===== src/rtl/commit_trace_sequencer.sv =====
`default_nettype none
// ============================================================================
// Module      : commit_trace_sequencer
// Description : Buffers commit records in a small FIFO and streams them to the
//               trace sink. Also sequences end-of-run drain and watchdog.
// Revision    : 1.0 - initial release
// ============================================================================
module commit_trace_sequencer #(
    parameter int          DEPTH   = 4,
    parameter int unsigned TIMEOUT = 10000,
    parameter logic [31:0] EBREAK  = 32'h00100073
) (
    input  logic        clock,
    input  logic        reset,
    input  logic        in_valid,
    output logic        in_ready,
    input  logic [31:0] in_inst,
    input  logic [63:0] in_dnpc,
    input  logic        in_kill,
    input  logic        in_invalid,
    output logic [31:0] out_inst,
    output logic [63:0] out_dnpc,
    output logic        out_kill,
    output logic        out_invalid,
    output logic        out_en,
    output logic        halt,
    output logic        abort,
    output logic        timeout,
    output logic [63:0] commit_cnt
);

    localparam int          c_aw      = $clog2(DEPTH);
    localparam logic [31:0] c_timeout = 32'(TIMEOUT);

    typedef enum logic [1:0] {
        S_RUN   = 2'd0,
        S_DRAIN = 2'd1,
        S_DONE  = 2'd2
    } state_t;

    state_t r_state, w_state_nxt;

    // Record layout: {kill, invalid, dnpc, inst}
    logic [97:0]   r_mem [DEPTH];
    logic [c_aw:0] r_wr_ptr, r_rd_ptr;
    logic [31:0]   r_wd;
    logic          r_term_ebreak, r_term_invalid, r_term_timeout;
    logic [31:0]   r_out_inst;
    logic [63:0]   r_out_dnpc;
    logic          r_out_kill, r_out_invalid, r_out_en;
    logic          r_halt, r_abort, r_timeout;
    logic [63:0]   r_commit_cnt;

    logic          w_empty, w_full, w_push, w_pop, w_term, w_expire;
    logic [97:0]   w_head;

    assign w_empty  = (r_wr_ptr == r_rd_ptr);
    assign w_full   = (r_wr_ptr[c_aw-1:0] == r_rd_ptr[c_aw-1:0]) &&
                      (r_wr_ptr[c_aw] != r_rd_ptr[c_aw]);
    assign in_ready = (r_state == S_RUN) && !w_full;
    assign w_push   = in_valid && in_ready;
    assign w_pop    = !w_empty;
    assign w_head   = r_mem[r_rd_ptr[c_aw-1:0]];
    assign w_term   = w_push && !in_kill && ((in_inst == EBREAK) || in_invalid);
    assign w_expire = (TIMEOUT != 0) && (r_state == S_RUN) && (r_wd == c_timeout);

    always_ff @(posedge clock) begin
        if (reset) r_state <= S_RUN;
        else       r_state <= w_state_nxt;
    end

    always_comb begin
        w_state_nxt = r_state;
        case (r_state)
            S_RUN:   if (w_term || w_expire) w_state_nxt = S_DRAIN;
            S_DRAIN: if (w_empty)            w_state_nxt = S_DONE;
            S_DONE:  w_state_nxt = S_DONE;
            default: w_state_nxt = S_RUN;
        endcase
    end

    always_ff @(posedge clock) begin
        if (w_push) r_mem[r_wr_ptr[c_aw-1:0]] <= {in_kill, in_invalid, in_dnpc, in_inst};
    end

    always_ff @(posedge clock) begin
        if (reset) begin
            r_wr_ptr      <= '0;
            r_rd_ptr      <= '0;
            r_out_inst    <= '0;
            r_out_dnpc    <= '0;
            r_out_kill    <= 1'b0;
            r_out_invalid <= 1'b0;
            r_out_en      <= 1'b0;
            r_commit_cnt  <= '0;
        end else begin
            if (w_push) r_wr_ptr <= r_wr_ptr + 1'b1;
            r_out_en <= w_pop;
            if (w_pop) begin
                r_rd_ptr <= r_rd_ptr + 1'b1;
                {r_out_kill, r_out_invalid, r_out_dnpc, r_out_inst} <= w_head;
                // Count lands together with the strobe it belongs to
                if (!w_head[97]) r_commit_cnt <= r_commit_cnt + 64'd1;
            end
        end
    end

    always_ff @(posedge clock) begin
        if (reset) begin
            r_wd <= '0;
        end else if (r_state == S_RUN) begin
            if (w_push && !in_kill)  r_wd <= '0;
            else if (r_wd != c_timeout) r_wd <= r_wd + 32'd1;
        end
    end

    // A terminal record pushed in the expiry cycle takes precedence over the watchdog
    always_ff @(posedge clock) begin
        if (reset) begin
            r_term_ebreak  <= 1'b0;
            r_term_invalid <= 1'b0;
            r_term_timeout <= 1'b0;
            r_halt         <= 1'b0;
            r_abort        <= 1'b0;
            r_timeout      <= 1'b0;
        end else begin
            if (r_state == S_RUN && (w_term || w_expire)) begin
                r_term_ebreak  <= w_term && (in_inst == EBREAK);
                r_term_invalid <= w_term && in_invalid;
                r_term_timeout <= !w_term;
            end
            if (r_state == S_DRAIN && w_empty) begin
                r_halt    <= r_term_ebreak && !r_term_invalid;
                r_abort   <= r_term_invalid;
                r_timeout <= r_term_timeout;
            end
        end
    end

    assign out_inst    = r_out_inst;
    assign out_dnpc    = r_out_dnpc;
    assign out_kill    = r_out_kill;
    assign out_invalid = r_out_invalid;
    assign out_en      = r_out_en;
    assign halt        = r_halt;
    assign abort       = r_abort;
    assign timeout     = r_timeout;
    assign commit_cnt  = r_commit_cnt;

endmodule
`default_nettype wire


===== config.mk =====
export PLATFORM = sky130hd
export DESIGN_NAME = commit_trace_sequencer
export DESIGN_NICKNAME = d
export VERILOG_FILES = /design/src/rtl/commit_trace_sequencer.sv
export SDC_FILE = /design/constraint.sdc
export NUM_CORES = 1
export LEC_CHECK = 0
export CORE_MARGIN = 2
export CORE_UTILIZATION = 39
export DETAILED_ROUTE_END_ITERATION = 10
export HOLD_SLACK_MARGIN = 0.1
export PLACE_DENSITY = 0.68
export SLEW_MARGIN = 5
export SYNTH_ARGS = -nofsm -noshare
export SYNTH_HDL_FRONTEND = slang
export SYNTH_SLANG_ARGS = --single-unit

===== constraint.sdc =====
create_clock -name clock -period 5.4 [get_ports clock]
set_input_delay 0.81 -clock clock [delete_from_list [all_inputs] [get_ports clock]]
set_output_delay 0.81 -clock clock [all_outputs]
set_load 0.005 [all_outputs]

==> results.sh <==
export IMPL_hold_class="reg2reg"
export IMPL_grt_pass1_vias=14040
export IMPL_clk_path_buf_depth=3
export IMPL_clock_sinks=603
export IMPL_vias=13670
export IMPL_path_clk_slew_ns=0.06
export IMPL_die_h_um=245.1
export IMPL_worst_setup_path_end_kind="primary output"
export IMPL_r2r_setup_slack_ns=2.28
export IMPL_power_density_mw_per_mm2=480.6
export IMPL_ys_warn_count=0
export IMPL_fillers=4863
export IMPL_initial_utilization_pct=39.36
export IMPL_synth_common_cells="392 x edfxtp_1, 238 x nand2_1, 211 x dfxtp_1, 116 x a21oi_1, 104 x nor2_1"
export IMPL_yosysMostFrequentCell="edfxtp_1"
export IMPL_cts_htree_levels=3
export IMPL_synth_cell_type_count=39
export IMPL_cts_buffers_inserted=67
export IMPL_yosysSeqAreaShare_pct=70.57
export IMPL_avgRoutedWirePerCell_um=19.72
export IMPL_die_area_mm2=0.06006
export IMPL_ys_top_cells_by_area="edfxtp_1 52%, dfxtp_1 19%, mux4_2 9.7%"
export IMPL_cp_arrival_ns=2.49
export IMPL_multiInputGateArea_mm2=0.006319
export IMPL_tritoncts="built"
export IMPL_cp_start_kind="flop"
export IMPL_grt_max_degree=112
export IMPL_worstPathRequired_ns=4.59
export IMPL_netlist_instances=1569
export IMPL_grt_pass1_wl_um=80730
export IMPL_synth_fp_nets=1680
export IMPL_synth_top_area_share_pct=51.93
export IMPL_hpwl_um=31230
export IMPL_place_ws_ns=1.761
export IMPL_grt_use_total_pct=17.56
export IMPL_post_route_min_period_ns=3.302
export IMPL_drc=0
export IMPL_drive_gt1_share_pct=12.05
export IMPL_fp_dieW_um=245.1
export IMPL_synth_edf_count=392
export IMPL_synthArstFlopShare_pct=0
export IMPL_fin_nets=1949
export IMPL_clock_latency_ns=0.62
export IMPL_cts_resized=0
export IMPL_cts_hold_buffers=0
export IMPL_finalSetupViolCount=0
export IMPL_via_per_inst=5.143
export IMPL_max_freq_mhz=302.8
export IMPL_post_cts_buffers=0
export IMPL_path_max_fanout=10
export IMPL_place_congestion=0.7851
export IMPL_io_buffer_count=267
export IMPL_ios=268
export IMPL_max_slew_margin_pct=21.77
export IMPL_fin_setup_tns_ns=0
export IMPL_ant_nets=0
export IMPL_drv_cap=0
export IMPL_postLayoutCoreUtil_pct=49.16
export IMPL_antenna_found_initial=4
export IMPL_finalPower_uw=13600
export IMPL_leakage_uw=0.009115
export IMPL_rows=88
export IMPL_finalHoldViolations=0
export IMPL_core_mm2=0.05759
export IMPL_critical_path_class="reg2out"
export IMPL_synth_area_mm2=0.02267
export IMPL_synth_ff_type="edfxtp_1"
export IMPL_whs_ns=0.4487
export IMPL_syn_mean_instance_area_um2=14.45
export IMPL_syn2layout_area_growth_pct=24.88
export IMPL_drt_total_wl_um=52420
export IMPL_overflow=0
export IMPL_final_max_slew_violation_count=0
export IMPL_firstDrtPassIters=5
export IMPL_worstMarginPinSlew_ns=1.173
export IMPL_grt_setup_unrepaired="no"
export IMPL_outcome="complete, no violations"
export IMPL_drtIter0Drc=787
export IMPL_ir_drop_v=0.0002684
export IMPL_worst_clock_skew_ns=0.02997
export IMPL_period_share_pct=61.15
export IMPL_seqCellArea_mm2=0.01600
export IMPL_synth_top_cell_by_area="edfxtp_1"
export IMPL_root_buffer="clkbuf_16"
export IMPL_layout_setup_ws_ns=2.098
export IMPL_synth_seq_cells=603
layout by cell type (no fill, tap or decap), types with 3 or more instances in the layout:
| cell type | n |
|---|---|
| edfxtp_1 | 392 |
| clkdlybuf4s50_1 | 266 |
| nand2_1 | 238 |
| dfxtp_1 | 209 |
| a21oi_1 | 116 |
| nor2_1 | 104 |
| mux4_2 | 98 |
| clkbuf_16 | 69 |
| xnor2_1 | 56 |
| nand3_1 | 39 |
| xor2_1 | 36 |
| nor4_1 | 31 |
| nor3_1 | 29 |
| nand4_1 | 28 |
| inv_1 | 22 |
| clkbuf_1 | 22 |
| buf_4 | 14 |
| or3_1 | 11 |
| clkbuf_8 | 11 |
| o21ai_0 | 10 |
| ha_1 | 10 |
| and3_1 | 9 |
| clkinv_2 | 9 |
| and3_4 | 5 |
| and4_1 | 5 |
| and2_1 | 5 |
| nor4b_1 | 5 |
| a31oi_1 | 3 |
| nand2b_1 | 3 |
power breakdown:
group / internal (µW) / total (µW) / switching [µW] / leakage, µW
registers: 5530 / 5900 / 365 / 0.00531
clock network: 2630 / 4430 / 1800 / 0.00106
logic: 1580 / 3280 / 1700 / 0.00274
per-stage QoR:
step | instance area, µm² | instances
after detailed placement | 26140 | 2534
after floorplan | 22670 | 1569
after global placement | 26140 | 2534
after CTS | 28300 | 2657
final | 28310 | 2658
after global routing | 28300 | 2657
logic make-up after synthesis:
logic type      share of synthesized area [%]
compound gates                          3.119
mux                                     9.826
flops                                   70.57
fa+ha+maj                              0.5520
xor+xnor                                3.555
buf+inv                                 1.750
simple gates                            10.63
flip-flops by register name (all words and copies together) (netlist names), named ones only:
register        cells
r_mem             392
commit_cnt         64
out_dnpc           64
out_inst           32
r_wd               32
r_rd_ptr            3
r_wr_ptr            3
r_state             2
abort               1
halt                1
out_en              1
out_invalid         1
out_kill            1
r_term_ebreak       1
r_term_invalid      1
r_term_timeout      1
timeout             1
metal layers:
layer | vias to the layer above | share of wire, % | global-route usage [%]
met5 | - | 0.084 | 0
met4 | 6 | 2.3 | 6.026
met3 | 74 | 5.8 | 3.958
met2 | 354 | 51 | 30.03
met1 | 6895 | 41 | 21.96
li1 | 6340 | - | -
worst paths after layout:
path / start / end / depth (start not counted)
setup / recovery: r_state[1]$_SDFFE_PP0P_ / in_ready / 5
hold / removal: out_dnpc[42]$_SDFFE_PP0N_ / out_dnpc[42]$_SDFFE_PP0N_ / 2
setup reg to reg: r_state[1]$_SDFFE_PP0P_ / r_mem[3][40]$_DFFE_PP_ / 6
hold reg to reg: out_dnpc[42]$_SDFFE_PP0N_ / out_dnpc[42]$_SDFFE_PP0N_ / 2
final cells by class:
class / count / share of cell area, %
Tap cell: 765 / 3.381
Sequential cell: 603 / 56.53
Timing Repair Buffer: 281 / 9.817
Clock buffer: 103 / 6.953
Clock inverter: 20 / 0.6940
Multi-Input combinational cell: 863 / 22.32
Inverter: 22 / 0.2917
Antenna cell: 1 / 0.008840
critical path, cell delays in order (launching register included):
cell and delay, ns:
dfxtp_1 0.30, inv_1 0.08, ha_1 0.33, inv_1 0.15, a31oi_1 0.40, clkdlybuf4s50_1 0.65
Note: power is estimated with default switching activity, not from simulation.
